File: src/rtl/cheshire_uart_pkg.sv
// Shared definitions for the Cheshire UART receive path.
//   uart_state_e    : receiver FSM states
//   UartDataBits    : payload bits per frame (8N1)
//   UartDefaultDiv  : clocks per bit for the fixture's default clock and baud
//   clamp_div()     : enforces a lower bound on the clocks-per-bit divider
package cheshire_uart_pkg;

   typedef enum logic [1:0] {
      IDLE  = 2'd0,
      START = 2'd1,
      DATA  = 2'd2,
      STOP  = 2'd3
   } uart_state_e;

   localparam int unsigned UartDataBits     = 8;
   localparam int unsigned UartDefaultClkHz = 50_000_000;
   localparam int unsigned UartDefaultBaud  = 115_200;
   localparam logic [15:0] UartDefaultDiv   = 16'(UartDefaultClkHz / UartDefaultBaud);

   function automatic logic [15:0] clamp_div(input logic [15:0] div, input logic [15:0] min_div);
      return (div < min_div) ? min_div : div;
   endfunction

endpackage

File: src/rtl/fifo_v3.sv
// Small synchronous FIFO, port-compatible subset of common_cells fifo_v3.
//   clk_i   : clock
//   flush_i : synchronous clear, empties the FIFO
//   full_o  : no free slot
//   empty_o : nothing stored
//   data_i  : write data, push_i : write request
//   data_o  : head entry, pop_i : read request
// With FALL_THROUGH=0 the head entry is presented on data_o as soon as it is
// stored (one cycle after the push). A push into a full FIFO succeeds when a
// pop happens in the same cycle, since the pop frees the slot.
module fifo_v3 #(
   parameter bit          FALL_THROUGH = 1'b0,
   parameter int unsigned DATA_WIDTH   = 8,
   parameter int unsigned DEPTH        = 4
) (
   input  logic                  clk_i,
   input  logic                  flush_i,
   output logic                  full_o,
   output logic                  empty_o,
   input  logic [DATA_WIDTH-1:0] data_i,
   input  logic                  push_i,
   output logic [DATA_WIDTH-1:0] data_o,
   input  logic                  pop_i
);

   localparam int unsigned AW = (DEPTH > 1) ? $clog2(DEPTH) : 1;

   logic [DATA_WIDTH-1:0] mem [DEPTH];
   logic [AW-1:0]         rd_ptr;
   logic [AW-1:0]         wr_ptr;
   logic [AW:0]           count;
   logic                  bypass;
   logic                  do_pop;
   logic                  do_push;

   assign full_o  = (count == (AW+1)'(DEPTH));
   assign empty_o = (count == '0);

   // In fall-through mode an empty FIFO hands data_i straight to the reader.
   assign bypass  = FALL_THROUGH && empty_o && push_i && pop_i;
   assign do_pop  = pop_i && !empty_o;
   assign do_push = push_i && (!full_o || do_pop) && !bypass;
   assign data_o  = (FALL_THROUGH && empty_o) ? data_i : mem[rd_ptr];

   always_ff @(posedge clk_i) begin
      if (do_push) begin
         mem[wr_ptr] <= data_i;
      end
   end

   // Pointers wrap naturally because DEPTH is a power of two.
   always_ff @(posedge clk_i) begin
      if (flush_i) begin
         rd_ptr <= '0;
         wr_ptr <= '0;
         count  <= '0;
      end else begin
         if (do_push) wr_ptr <= wr_ptr + AW'(1);
         if (do_pop)  rd_ptr <= rd_ptr + AW'(1);
         case ({do_push, do_pop})
            2'b10:   count <= count + (AW+1)'(1);
            2'b01:   count <= count - (AW+1)'(1);
            default: count <= count;
         endcase
      end
   end

endmodule

File: src/rtl/cheshire_uart_byte_rx.sv
// 8N1 UART receiver with a small byte buffer on a valid/ready output stream.
//   clk_i, rst_i : clock, synchronous active-high reset
//   clk_div_i    : clocks per bit, captured at each start bit (clamped to MinDiv)
//   rx_i         : asynchronous serial line, idles high
//   data_o       : head byte of the buffer (0 when empty)
//   valid_o      : data_o holds a byte
//   ready_i      : consumer accepts the byte when valid_o && ready_i
//   frame_err_o  : one-cycle pulse when a stop bit is sampled low
//   overflow_o   : sticky, set when a received byte is dropped on a full buffer
//   clr_i        : clears overflow_o (a same-cycle new overflow wins)
//   busy_o       : receiver FSM is not idle
// Stream handshake: a byte transfers on every rising clk_i edge where
// valid_o && ready_i; valid_o is a pure function of the buffer state and never
// of ready_i, and data_o/valid_o hold while valid_o && !ready_i.
module cheshire_uart_byte_rx
   import cheshire_uart_pkg::*;
#(
   parameter int unsigned FifoDepth = 4,
   parameter int unsigned MinDiv    = 4
) (
   input  logic        clk_i,
   input  logic        rst_i,
   input  logic [15:0] clk_div_i,
   input  logic        rx_i,
   output logic [7:0]  data_o,
   output logic        valid_o,
   input  logic        ready_i,
   output logic        frame_err_o,
   output logic        overflow_o,
   input  logic        clr_i,
   output logic        busy_o
);

   localparam logic [15:0] MinDivW = 16'(MinDiv);

   uart_state_e             state_q;
   logic                    rx_m;
   logic                    rx_s;
   logic                    rx_q;
   logic [15:0]             div_q;
   logic [15:0]             cnt_q;
   logic [2:0]              idx_q;
   logic [UartDataBits-1:0] sh_q;
   logic                    frame_err_q;
   logic                    overflow_q;

   logic                    hit_half;
   logic                    hit_bit;
   logic                    push;
   logic                    pop;
   logic                    drop;
   logic                    fifo_full;
   logic                    fifo_empty;
   logic [UartDataBits-1:0] fifo_data;

   // Mid-start-bit check and full-bit sample points, relative to cnt_q.
   assign hit_half = (cnt_q == ((div_q >> 1) - 16'd1));
   assign hit_bit  = (cnt_q == (div_q - 16'd1));

   // The push fires on the stop-bit sample edge itself so the byte becomes
   // visible in the same cycle as a frame error would have been.
   assign push = (state_q == STOP) && hit_bit && rx_s;
   assign pop  = valid_o && ready_i;
   assign drop = push && fifo_full && !pop;

   always_ff @(posedge clk_i) begin
      if (rst_i) begin
         rx_m        <= 1'b1;
         rx_s        <= 1'b1;
         rx_q        <= 1'b1;
         state_q     <= IDLE;
         div_q       <= MinDivW;
         cnt_q       <= '0;
         idx_q       <= '0;
         sh_q        <= '0;
         frame_err_q <= 1'b0;
         overflow_q  <= 1'b0;
      end else begin
         rx_m        <= rx_i;
         rx_s        <= rx_m;
         rx_q        <= rx_s;
         frame_err_q <= 1'b0;

         if (drop) begin
            overflow_q <= 1'b1;
         end else if (clr_i) begin
            overflow_q <= 1'b0;
         end

         case (state_q)
            IDLE: begin
               // Only a high-to-low edge starts a frame, so a held-low
               // break line does not retrigger.
               if (rx_q && !rx_s) begin
                  div_q   <= clamp_div(clk_div_i, MinDivW);
                  cnt_q   <= '0;
                  state_q <= START;
               end
            end
            START: begin
               if (hit_half) begin
                  cnt_q   <= '0;
                  idx_q   <= '0;
                  state_q <= rx_s ? IDLE : DATA;
               end else begin
                  cnt_q <= cnt_q + 16'd1;
               end
            end
            DATA: begin
               if (hit_bit) begin
                  sh_q[idx_q] <= rx_s;
                  idx_q       <= idx_q + 3'd1;
                  cnt_q       <= '0;
                  if (idx_q == 3'(UartDataBits - 1)) begin
                     state_q <= STOP;
                  end
               end else begin
                  cnt_q <= cnt_q + 16'd1;
               end
            end
            STOP: begin
               if (hit_bit) begin
                  cnt_q   <= '0;
                  state_q <= IDLE;
                  if (!rx_s) begin
                     frame_err_q <= 1'b1;
                  end
               end else begin
                  cnt_q <= cnt_q + 16'd1;
               end
            end
            default: state_q <= IDLE;
         endcase
      end
   end

   fifo_v3 #(
      .FALL_THROUGH (1'b0),
      .DATA_WIDTH   (UartDataBits),
      .DEPTH        (FifoDepth)
   ) i_fifo (
      .clk_i   (clk_i),
      .flush_i (rst_i),
      .full_o  (fifo_full),
      .empty_o (fifo_empty),
      .data_i  (sh_q),
      .push_i  (push),
      .data_o  (fifo_data),
      .pop_i   (pop)
   );

   assign valid_o     = !fifo_empty;
   assign data_o      = valid_o ? fifo_data : '0;
   assign frame_err_o = frame_err_q;
   assign overflow_o  = overflow_q;
   assign busy_o      = (state_q != IDLE);

endmodule

File: config.mk
export PLATFORM = sky130hd
export DESIGN_NAME = cheshire_uart_byte_rx
export DESIGN_NICKNAME = d
export VERILOG_FILES = /design/src/rtl/cheshire_uart_pkg.sv /design/src/rtl/fifo_v3.sv /design/src/rtl/cheshire_uart_byte_rx.sv
export SDC_FILE = /design/constraint.sdc
export NUM_CORES = 1
export LEC_CHECK = 0
export ABC_CLOCK_PERIOD_IN_PS = 7890
export BUFFER_PORTS_ARGS = -buffer_cell sky130_fd_sc_hd__clkbuf_2
export CORE_UTILIZATION = 60
export CTS_CLUSTER_DIAMETER = 50
export CTS_CLUSTER_SIZE = 8
export DETAILED_ROUTE_END_ITERATION = 6
export PLACE_DENSITY = 0.89
export SYNTH_ARGS = -nofsm -noshare
export SYNTH_HDL_FRONTEND = slang
export SYNTH_SLANG_ARGS = --single-unit
File: constraint.sdc
create_clock -name clk_i -period 7.89 [get_ports clk_i]
set_input_delay 0.789 -clock clk_i [delete_from_list [all_inputs] [get_ports clk_i]]
set_output_delay 0.789 -clock clk_i [all_outputs]
set_load 0.1 [all_outputs]
* Yosys cells after proc, flatten, opt, wreduce, memory -nomap -nowiden
Memories as Yosys holds them, arrays and structs flattened. A register that Yosys moved wholly into a read port is not among the register bits.
Index checks and enable logic that the tools add are counted.
** Storage, ports and cells
- Output and inout port bits :: 12
- Register bits after elaboration :: 57
- Input bits :: 21
- Word-level logic and storage cells :: 94
- Memories kept :: 1
- Bits in writable memories :: 32
** Cells by class
- Mux-type cells :: 27
- Equal/unequal tests :: 14
- Reductions and logical operators :: 26
- Magnitude comparators :: 3
- Add/subtract/negate cells :: 8
- Bitwise operators :: 2
** Memory list
- i_fifo.mem :: depth 4, bits a word 8, read ports 1, clocked after Yosys merged registers in 1, wr ports 1, RTL line fifo_v3.sv:28 : logic [DATA_WIDTH-1:0] mem [DEPTH];
** Operators with widths (count)
- $mux W16 :: 4
- $pmux W16 S3 :: 1
- $eq A16 B16 Y1 :: 2
- $add A16 B1 Y16 const B :: 1
- $lt A16 B3 Y1 const B :: 1
- $mux W2 :: 8
- $sub A15 B1 Y16 const B :: 1
- $sub A16 B1 Y16 const B :: 1
- $pmux W3 S2 :: 2
- $ne A2 B2 Y1 const B :: 5
- $logic_and A1 B1 Y1 :: 9
- $bwmux W8 :: 1
- $mux W8 :: 1
- $pmux W2 S4 :: 1
- $reduce_bool A2 Y1 :: 4
- $add A3 B1 Y3 const B :: 2
- $eq A2 B2 Y1 const B :: 3
- $eq A3 B3 Y1 const B :: 2
- $mux W1 :: 6
- $mux W3 :: 2
- $reduce_and A5 Y1 :: 1
- $add A2 B1 Y2 const B :: 2
- $eq A2 B1 Y1 const B :: 2
- $logic_not A1 Y1 :: 4
- other kinds (12) :: 14

* Logic depth before layout (Yosys ltp)
- Depth in word-level cells :: 8
- Gate-level depth with buffers :: 16
- Depth with buffers taken out :: 14

* Modules after synthesis
From an unflattened synthesis, not the netlist that was laid out.
** Second synthesis, totals
- Cell total of the unflattened synthesis :: 542
- Area total of the unflattened synthesis :: 5152.4 sq um
** By module, submodules not included
- cheshire_uart_byte_rx :: area each 3507.1 sq um, instances 1, sequential area each 1001.0 sq um, cells an instance 446
- fifo_v3 :: area each 1645.3 sq um, instances 1, sequential area each 1141.1 sq um, cells an instance 96

* Least setup slack after synthesis
No wires, ideal clock.
- Kind :: reg-to-reg
- Start point :: register div_q[1]
- End point :: register i_fifo.count[2]
- Arrival time :: 3497 ps
- Path slack :: 4319 ps
- Data required time :: 7816 ps
- Buffers on the path :: 1
- Setup time :: 74 ps
- Cell stages (with the launch flop) :: 16
- Clock period less this slack :: 3571 ps
- Cells stage by stage :: dfxtp_1 > inv_1 > ha_1 > buf_4 > or4b_4 > or3_4 > a2111oi_4 > nand3_2 > a2111oi_4 > nand3_4 > nand2_1 > fa_1 > nor2b_1 > o21ai_0 > o41a_1 > a31oi_1
** Between the ends
- Cells in the longest elaborated chain, start to end :: 7
- Elaborated cells between the ends (all ways) :: 9
- Classes of those cells :: add/sub: 1; eq/ne: 3; mux: 1; reduce/logical: 4
** RTL lines
- from (decl) :: RTL line cheshire_uart_byte_rx.sv:40 : logic [15:0] div_q;
- from (signal assigned) :: RTL line cheshire_uart_byte_rx.sv:72 : div_q <= MinDivW;
- from (signal assigned) :: RTL line cheshire_uart_byte_rx.sv:95 : div_q <= clamp_div(clk_div_i, MinDivW);
- $sub A16 B1 Y16 (*) :: RTL line cheshire_uart_byte_rx.sv:58 : assign hit_bit = (cnt_q == (div_q - 16'd1));
- $eq A16 B16 Y1 (*) :: RTL line cheshire_uart_byte_rx.sv:58
- $logic_and A1 B1 Y1 (*) (2 in a row) :: RTL line cheshire_uart_byte_rx.sv:62 : assign push = (state_q == STOP) && hit_bit && rx_s;
- $logic_and A1 B1 Y1 (*) :: RTL line fifo_v3.sv:42 : assign do_push = push_i && (!full_o || do_pop) && !bypass;
- $eq A2 B1 Y1 / $eq A2 B2 Y1 (equally long branches) :: RTL line fifo_v3.sv:60 : case ({do_push, do_pop})
- $pmux W3 S2 / $reduce_bool A2 Y1 (equally long branches)
- to (signal assigned) :: RTL line fifo_v3.sv:61 : 2'b10: count <= count + (AW+1)'(1);
- to (signal assigned) :: RTL line fifo_v3.sv:62 : 2'b01: count <= count - (AW+1)'(1);
- to (signal assigned) :: RTL line fifo_v3.sv:63 : default: count <= count;
- to (decl) :: RTL line fifo_v3.sv:31 : logic [AW:0] count;
Mark *: on every way between the ends. The rest lies on a longest branch, timed or not.
A chain may end at the register's enable or synchronous reset.

* Worst setup path in the final report
Ends and elaborated chain as after synthesis.

==> impl_metrics.csv <==
group,metric,value,unit
synthesis,synth_area,5170,sq um
min_path,worstHoldStart,"rx_m",
final_layout,antenna_cells,0,
synthesis,seq_area_frac_synth,41.4,%
sta,fmax,247,MHz
synthesis,synth_cells,568,
sta,hold_viol_final,0,
synthesis,synth-edff-count,32,
die,core_area,8300,sq um
die,die-area,9000,sq um
run_status,outcome,"completed",
clock_network,htreeDepth,3,
worst_setup_path,endpoint_kind,"flop",
synthesis,yosysWarnings,0,
sta,fin_crit,4.05,ns
route,dr_total_vias,4304,
synthesis,avgSynthCellArea,9.11,sq um
sta,finalClockSkew,0.0147,ns
grt,grt_pass1_vias,4146,
pwr,p_per_area,180,nW/um^2
route,drt_iter0_markers,377,
clock_network,post_cts_buffers,0,
clock_network,tritoncts,"built",
route,wl,12300,um
die,ioPinCount,33,
worst_setup_path,crit-reg2reg-capture,"i_fifo.count[2]",
die,rows,33,
clock_network,post_cts_resized,0,
final_layout,design_area,5490,sq um
sta,fin_crit_sh,51.4,%
grt,grt_first_pass_wirelength,19700,um
route,viasPerCell,6.34,
route,wl_per_cell,18.1,um
die,die_y,94.9,um
route,firstDrtPassIters,5,
route,ant_nets,0,
route,drc,0,
place,hpwlAfterDp,9180,um
route,route.met2.wl,5940,um
worst_setup_path,reg2reg_depth,14,
worst_setup_path,cp-start-kind,"flop",
grt,antenna_found_initial,0,
place,placed_cells,663,
route,dr.max_layer_used,"met4",
min_path,hold_class,"reg2reg",
synthesis,ys_types,69,
final_layout,finalNonFillerCells,679,
clock_network,cts_buffers,9,
die,start_util,62.4,%
pwr,peakVddDrop,0.0989,mV
min_path,hold_depth,1,
min_path,hold_path_end,"rx_s",
sta,hold_ws,0.431,ns
place,io_buffers,32,
place,place.gp.congestion,1.01,
worst_setup_path,crit_fanout,10,
grt,grt_max_degree,47,
clock_network,worst_skew_pair.late_latency,0.37,ns
final_layout,layout-drive-gt1-share,13.1,%
clock_network,clkTransAtPathRegs,0.10,ns
place,placed_cell_area,5310,sq um
worst_setup_path,reg2reg_slack,3.84,ns
clock_network,cts_sinks,91,
route,drt-met1-wl,5050,um
synthesis,async_flop_share,0,%
worst_setup_path,path_class,"reg2reg",
sta,rsz0062_at_grt,"no",
grt,grt-ovfl-total,0,
synthesis,synthFlopType,"dfxtp_1",
final_layout,syn_to_final_growth,6.07,%
worst_setup_path,cp.required,8.19,ns
grt,grtUsageTotal,29.0,%
die,die_x,94.9,um
clock_network,cts_hold_buffers,0,
sta,slew_violations,0,
clock_network,cts_max_path_buffers,2,
worst_setup_path,crit_arrival,4.36,ns
sta,finalSetupTns,0,ns
job,cap_violations,0,
final_layout,fin_nets,600,
route,route.met3.wl,904,um
sta,setup_viol,0,
synthesis,synth.ff_latch_count,91,
pwr,p_leak,1.94,nW
clock_network,cts_root_buffer,"clkbuf_8",
sta,worstMarginPinSlew,1.32,ns
worst_setup_path,r2r_start,"div_q[1]",
sta,relSlewSlack,12.3,%
synthesis,syn_nets,599,
-- sequential cells by signal, indices dropped and copies added, names as in the netlist, named ones only --
name,flops
i_fifo.mem,32
cnt_q,16
div_q,16
sh_q,8
i_fifo.count,3
idx_q,3
i_fifo.rd_ptr,2
i_fifo.wr_ptr,2
frame_err_o,1
overflow_o,1
rx_m,1
rx_q,1
rx_s,1
state_q,1
-- through the flow --
stage / power, mW / setup slack (ns) / util [%]
6_report: 0.986 / 3.84 / 66.1
5_1_grt: 1.02 / 3.53 / 66.1
4_1_cts: 0.988 / 3.85 / 66.1
3_5_place_dp: 0.695 / 3.86 / 64.0
3_3_place_gp: 0.689 / 4.07 / 64.0
2_1_floorplan: 0.660 / 4.32 / -
-- synth_stat cells (4+ instances only) --
master,count,area [sq um]
a211oi_1,5,37.5
a21oi_1,31,155
a31oi_1,4,25.0
and2_1,20,125
and3_1,12,75.1
clkbuf_1,40,150
dfxtp_1,59,1180
edfxtp_1,32,961
ha_1,9,113
inv_1,17,63.8
mux4_2,8,180
nand2_1,70,263
nand2b_1,5,31.3
nand3_1,17,85.1
nand4_1,14,87.6
nor2_1,35,131
nor2b_1,15,93.8
nor3_1,18,90.1
nor4_1,7,43.8
nor4b_1,4,35.0
o21ai_0,20,100
o221ai_1,11,96.3
o31ai_1,4,30.0
or2_2,6,37.5
xnor2_1,28,245
xor2_1,10,87.6
-- how the worst max path moves through the flow --
stage,from,end,slack [ns],depth (start not counted)
2_1_floorplan,div_q[1],i_fifo.count[2],4.32,15
3_3_place_gp,div_q[1],i_fifo.mem[0][4],4.07,9
3_5_place_dp,div_q[1],i_fifo.count[2],3.86,14
4_1_cts,div_q[1],i_fifo.count[2],3.85,14
5_1_grt,div_q[2],i_fifo.count[2],3.53,14
6_report,div_q[1],i_fifo.count[2],3.84,14
-- cell usage in the layout (no fill, tap or decap), drive strengths merged, types with 4 or more instances in the layout --
cell type / n
a2111oi: 4
a211oi: 5
a21oi: 31
a31oi: 4
and2: 21
and3: 12
clkbuf: 41
dfxtp: 59
edfxtp: 32
ha: 9
inv: 21
mux4: 8
nand2: 70
nand2b: 5
nand3: 20
nand4: 14
nor2: 35
nor2b: 15
nor3: 18
nor4: 8
nor4b: 4
o21ai: 21
o221ai: 11
o31ai: 4
or2: 6
xnor2: 28
xor2: 10
-- worst max-delay path, cell delays in order (launching register included) --
cell and delay (ns):
dfxtp_1 0.37, inv_1 0.10, ha_1 0.34, or4b_4 0.52
or3_4 0.39, a2111oi_4 0.42, nand3_2 0.15, a2111oi_4 0.57
nand3_4 0.18, nand2_1 0.12, fa_1 0.26, nor2b_1 0.17
o21ai_0 0.10, o41a_1 0.12, a31oi_1 0.17
-- cells by family (layout without fill, tap and decap cells) --
logic type / after synthesis / in the layout / synth area share (%)
flip-flops: 91 / 91 / 41.4
AO/OA/AOI/OAI: 105 / 105 / 14.3
multiplexers: 14 / 14 / 4.71
buffers and inverters: 62 / 68 / 4.74
XOR/XNOR: 39 / 39 / 6.87
AND/OR/NAND/NOR: 247 / 247 / 25.5
adder cells (fa/ha/maj): 10 / 10 / 2.56
-- cell type report --
type / instances / area (sq um)
Fill cell: 661 / 2810
Multi-Input combinational cell: 415 / 2790
Sequential cell: 91 / 2140
Timing Repair Buffer: 35 / 183
Tap cell: 105 / 131
Clock buffer: 9 / 124
Inverter: 17 / 63.8
Clock inverter: 7 / 57.6
-- where the power goes --
part,leakage [nW],switching [mW],internal (mW),total (mW)
Clock,0.0902,0.181,0.120,0.300
Sequential,0.774,0.0182,0.489,0.508
Combinational,1.08,0.126,0.0517,0.178
Total,1.94,0.325,0.661,0.986
-- per-layer routing --
metal  track usage, %  vias up
li1                 -     2051
met1             34.5     2024
met2             49.6      187
met3             6.20       42
met4             13.9        0
met5                0        -
(Power assumes the default switching activity.)
